## src/rtl/cpu_pkg.sv

```systemverilog
// Shared core definitions: datapath widths, reset vector and the fetch-to-decode packet type.
package cpu_pkg;

    localparam int DATA_W    = 32;
    localparam int PC_W      = 32;
    localparam int IM_ADDR_W = 10;

    localparam logic [PC_W-1:0]   RESET_PC = 32'h0000_0000;
    localparam logic [DATA_W-1:0] NOP_INST = 32'h0000_0000;

    typedef struct packed {
        logic [DATA_W-1:0] inst;
        logic [PC_W-1:0]   pc;
        logic              valid;
    } fetch_pkt_t;

endpackage

```

## src/rtl/if_fetch_unit_skid_buf.sv

```systemverilog
// Single-entry hold register that parks a returned instruction while decode is stalled.
module if_skid_buf
    import cpu_pkg::*;
#(
    parameter int INST_W = 32
) (
    input  logic              clk,
    input  logic              rst,
    input  logic              capture,
    input  logic              consume,
    input  logic              flush,
    input  logic [INST_W-1:0] cap_inst,
    input  logic [PC_W-1:0]   cap_pc,
    output logic              hold_valid,
    output logic [INST_W-1:0] hold_inst,
    output logic [PC_W-1:0]   hold_pc
);

    // Flush wins over capture, capture over consume; capture is only ever
    // requested while empty, so at most one entry exists.
    always_ff @(posedge clk or posedge rst) begin
        if (rst) begin
            hold_valid <= 1'b0;
            hold_inst  <= INST_W'(NOP_INST);
            hold_pc    <= '0;
        end else if (flush) begin
            hold_valid <= 1'b0;
        end else if (capture) begin
            hold_valid <= 1'b1;
            hold_inst  <= cap_inst;
            hold_pc    <= cap_pc;
        end else if (consume) begin
            hold_valid <= 1'b0;
        end
    end

endmodule

```

## src/rtl/if_fetch_unit.sv

```systemverilog
// Instruction-fetch front end: owns the PC, drives the 1-cycle-latency instruction
// memory read port, and presents {if_inst, if_pc, if_valid} to decode.
module if_fetch_unit #(
    parameter logic [31:0] RESET_PC  = cpu_pkg::RESET_PC,
    parameter int          IM_ADDR_W = cpu_pkg::IM_ADDR_W,
    parameter int          DATA_W    = cpu_pkg::DATA_W
) (
    input  logic                 clk,
    input  logic                 rst,
    input  logic                 id_stall,
    input  logic                 redirect,
    input  logic [31:0]          redirect_pc,
    input  logic [DATA_W-1:0]    IM_out,
    output logic                 IM_read,
    output logic [IM_ADDR_W-1:0] IM_addr,
    output logic [DATA_W-1:0]    if_inst,
    output logic [31:0]          if_pc,
    output logic                 if_valid
);

    localparam int PC_W = cpu_pkg::PC_W;

    logic [PC_W-1:0]   fetch_pc;
    logic              resp_valid;
    logic [PC_W-1:0]   resp_pc;

    logic [PC_W-1:0]   issue_pc;
    logic              issue;
    logic [PC_W-1:0]   fetch_pc_nxt;
    logic [PC_W-1:0]   resp_pc_nxt;

    logic              hold_valid;
    logic [DATA_W-1:0] hold_inst;
    logic [PC_W-1:0]   hold_pc;
    logic              hold_capture;
    logic              hold_consume;

    // A redirect always issues its target; otherwise issue only when decode
    // can take data and nothing is parked in the hold register.
    always_comb begin
        issue        = 1'b0;
        issue_pc     = fetch_pc;
        fetch_pc_nxt = fetch_pc;
        resp_pc_nxt  = resp_pc;
        if (!rst) begin
            if (redirect) begin
                issue        = 1'b1;
                issue_pc     = redirect_pc;
                fetch_pc_nxt = redirect_pc + 32'd4;
                resp_pc_nxt  = redirect_pc;
            end else if (!id_stall && !hold_valid) begin
                issue        = 1'b1;
                fetch_pc_nxt = fetch_pc + 32'd4;
                resp_pc_nxt  = fetch_pc;
            end
        end
    end

    assign IM_read = issue;
    assign IM_addr = issue_pc[IM_ADDR_W+1:2];

    logic unused_issue_bits;
    assign unused_issue_bits = ^{issue_pc[1:0], issue_pc[PC_W-1:IM_ADDR_W+2]};

    always_ff @(posedge clk or posedge rst) begin
        if (rst) begin
            fetch_pc   <= RESET_PC;
            resp_valid <= 1'b0;
            resp_pc    <= RESET_PC;
        end else begin
            fetch_pc   <= fetch_pc_nxt;
            resp_valid <= issue;
            resp_pc    <= resp_pc_nxt;
        end
    end

    // Decode handshake: a word transfers in any cycle with if_valid=1 and
    // id_stall=0; if_inst/if_pc stay stable while if_valid=1 and id_stall=1.
    assign hold_capture = resp_valid && id_stall && !hold_valid && !redirect;
    assign hold_consume = hold_valid && !id_stall;

    if_skid_buf #(
        .INST_W (DATA_W)
    ) u_skid (
        .clk        (clk),
        .rst        (rst),
        .capture    (hold_capture),
        .consume    (hold_consume),
        .flush      (redirect),
        .cap_inst   (IM_out),
        .cap_pc     (resp_pc),
        .hold_valid (hold_valid),
        .hold_inst  (hold_inst),
        .hold_pc    (hold_pc)
    );

    assign if_valid = (hold_valid | resp_valid) & ~redirect & ~rst;

    always_comb begin
        if_inst = DATA_W'(cpu_pkg::NOP_INST);
        if_pc   = resp_pc;
        if (hold_valid) begin
            if_inst = hold_inst;
            if_pc   = hold_pc;
        end else if (!rst) begin
            if_inst = IM_out;
        end
    end

endmodule

```

## config.mk

```make
export PLATFORM = sky130hd
export DESIGN_NAME = if_fetch_unit
export DESIGN_NICKNAME = d
export VERILOG_FILES = /design/src/rtl/cpu_pkg.sv /design/src/rtl/if_fetch_unit_skid_buf.sv /design/src/rtl/if_fetch_unit.sv
export SDC_FILE = /design/constraint.sdc
export NUM_CORES = 1
export LEC_CHECK = 0
export ABC_AREA = 1
export CORE_MARGIN = 2
export CORE_UTILIZATION = 45
export DETAILED_ROUTE_END_ITERATION = 7
export PLACE_DENSITY = 0.72
export SYNTH_ARGS = -nofsm -noshare
export SYNTH_HDL_FRONTEND = slang
export SYNTH_SLANG_ARGS = --single-unit
export TNS_END_PERCENT = 50
```

## constraint.sdc

```tcl
create_clock -name clk -period 5.8 [get_ports clk]
set_clock_uncertainty 0.05 [all_clocks]
set_input_delay 1.45 -clock clk [delete_from_list [all_inputs] [get_ports clk]]
set_output_delay 1.45 -clock clk [all_outputs]
set_load 0.01 [all_outputs]
```

==> metrics.md <==
| Metric | Value |
|---|---|
| Outcome | `finished clean` |
| Synthesis-to-finish area growth | `32.0%` |
| Residual DRC count | `0` |
| # Max-Cap Violations | `0` |
| TritonCTS Buffers | `17` |
| FF+latch count, synth | `130` |
| Register cell area after layout | `3250 sq um` |
| Fill count | `1,380` |
| Drt total wl | `17.5 mm` |
| H-tree Lvls | `4` |
| TritonCTS clock tree | `done` |
| Total grt overflow | `0` |
| Mapped cell area | `roughly 6900 sq um` |
| Total inserted antenna cells | `0` |
| Fin crit share | `between 90% and 100%` |
| Element type at the critical path start | `input pin` |
| Final net count | `1,164` |
| FP Rows | `45` |
| Largest net degree at the start of global routing | `approximately 130` |
| Worst hold slack | `between 0.4 and 0.5 ns` |
| Commonest non-fill, non-tap cells in the layout | `nand2_1 (367), o21ai_0 (169), clkdlybuf4s50_1 (143)` |
| Actual slew at the worst max-slew pin | `1.05 ns` |
| Synth Warn # | `0` |
| Slew Viols, Final | `0` |
| Worst-path cell chain | `clkdlybuf4s50_1 > nor2_1 > inv_1 > o21ai_0 > clkdlybuf4s50_1` |
| CP peak stage delay | `0.60 ns` |
| First-pass GRT wire length | `28.7 mm` |
| Initial drt markers | `around 600` |
| CTS Hold Bufs | `0` |
| Via count | `approximately 6,400` |
| Die area | `16,300 sq um` |
| Worst path required time | `between 4 and 5 ns` |
| Clock sinks | `130` |
| RSZ-0062 raised after global routing | `false` |
| Number of global-route vias before repair | `5,786` |
| Crit-path most repeated cell | `clkdlybuf4s50_1` |
| Synth unique cells | `24` |
| Global Route Usage Sum | `22.0%` |
| Slowest-stage cell, CP | `clkdlybuf4s50_1` |
| Gp weighted congestion | `0.871` |
| Fmax | `190 MHz` |
| Area used by multi-input combinational logic | `about 3000 sq um` |
| Worst vdd ir | `0.201 mV` |
| Share of layout cells above drive strength 1 | `5.42%` |
| Post-Synthesis Cells | `974` |
| Vias per std cell | `a little under 5` |
| Initial DRT Pass Iterations | `5` |
| Root Buffer | `clkbuf_16` |
| Final cell count without fillers | `approximately 1,300` |
| Worst-path clk slew | `0.06 ns` |
| Initial Utilization | `45.7%` |
| CP max FO | `32` |
| Leakage | `4.30 nW` |
| Routed WL per cell | `13.5 microns` |
| Most common cell after layout, fill and taps aside | `nand2_1` |
| Hold Violations, Final | `0` |
| Ports | `144` |
| Die Ht | `128 microns` |
| Period minus WS final | `5.27 ns` |
| Setup_tns | `0 ns` |
| Core outline area | `15,100 sq um` |
| Fraction of registers with async set/reset | `100%` |
| Worst skew pair latency | `0.41 ns` |
| Cell Pwr Density | `between 300 and 400 nW/um^2` |
| Hpwl dp | `between 10 and 15 mm` |
| Width of the die | `128 microns` |
| Crit path DAT | `3.77 ns` |
| Final ANT Viol Nets | `0` |
| Avg Cell Area, Syn | `approximately 7.1 sq um` |
| Slew HR | `a little under a third` |
| Placed Instances | `1,264` |
| Antenna violations before repair | `0` |
| CP endpoint kind | `output port` |
| Predominant post-synthesis flop cell | `dfrtp_1` |
| Clock tree buffer depth | `2` |
| Register area share after synthesis | `between 40% and 50%` |
| Post-CTS setup buffers | `0` |
| PortBufs | `143` |
| Setup Viol. Count Final | `0` |
| Post-cts sizing count | `0` |
| Syn Nets | `1,043` |
| EDFF count, synth | `0` |
| Crit Path Category | `input pin to output port` |
| Hold Path Class | `flop to flop` |
## layer usage
metal,global-route usage [%],share of wire [%],vias to the layer above
li1,-,-,3298
met1,32.3,48,2885
met2,32.4,43,221
met3,4.26,6.2,29
met4,8.66,2.2,0
met5,0,0,-
## cell families (layout without fill, tap and decap cells)
family | Yosys count | count (layout) | synth area share (%)
AND/OR/NAND/NOR | 485 | 485 | 28.2
AO/OA/AOI/OAI | 198 | 198 | 14.9
buffers and inverters | 160 | 294 | 9.61
flip-flops | 130 | 130 | 47.1
adder cells (fa/ha/maj) | 1 | 1 | 0.181
## final timing paths
check                                            end  cells past startpoint  slack (ns)            startpoint
max in group asynchronous          u_skid.hold_valid                      4        2.50                   rst
worst max-delay path                     if_inst[19]                      5        0.53                   rst
min in group asynchronous                resp_pc[10]                      3        1.89                   rst
worst max register to register  u_skid.hold_inst[17]                      5        3.24     u_skid.hold_valid
worst min register to register  u_skid.hold_inst[27]                      2        0.43  u_skid.hold_inst[27]
worst min-delay path            u_skid.hold_inst[27]                      2        0.43  u_skid.hold_inst[27]
## final cells by class
type,count,area share (%)
clock buffers,19,4.97
clock inverters,13,2.80
inverters,109,4.52
multi-input cells,684,32.8
flip-flops and latches,130,35.7
well taps,188,2.58
repair buffers,153,16.5
## cells in the mapped netlist (5+ instances only)
cell type / count / area [sq um]
nor2_1: 55 / 206
o21ai_0: 169 / 846
buf_6: 5 / 56.3
inv_1: 105 / 394
dfrtp_1: 130 / 3250
nand2_1: 367 / 1380
clkbuf_1: 26 / 97.6
o21bai_1: 6 / 45.0
a21oi_1: 16 / 80.1
nand3_1: 46 / 230
buf_2: 20 / 100
## worst max-delay path, delay by kind of cell
| kind | cells | cell delay, ns |
|---|---|---|
| compound gates | 1 | 0.34 |
| buf+inv | 3 | 1.60 |
| simple gates | 1 | 0.37 |
## where the power goes
group	internal (mW)	total (mW)	switching [mW]
combinational	0.297	0.660	0.363
clock	0.873	1.27	0.397
sequential	1.09	1.18	0.0903
## sequential cells by signal, summed over array words and instances, names as in the netlist
name	cells
fetch_pc	32
resp_pc	32
resp_valid	1
u_skid.hold_inst	32
u_skid.hold_pc	32
u_skid.hold_valid	1
## through the flow
| step | instance area, sq um | total power [mW] | setup slack, ns | util, % |
|---|---|---|---|---|
| finish | 9110 | 3.11 | 0.529 | 60.4 |
| global route | 9110 | 3.29 | 0.354 | 60.4 |
| CTS | 9110 | 3.14 | 0.561 | 60.4 |
| detailed placement | 8400 | 1.86 | 0.596 | 55.7 |
| global placement | 8400 | 1.84 | 0.699 | 55.7 |
| floorplan | 6900 | 1.56 | 0.266 | - |
Power figures use the tool's default switching activity.
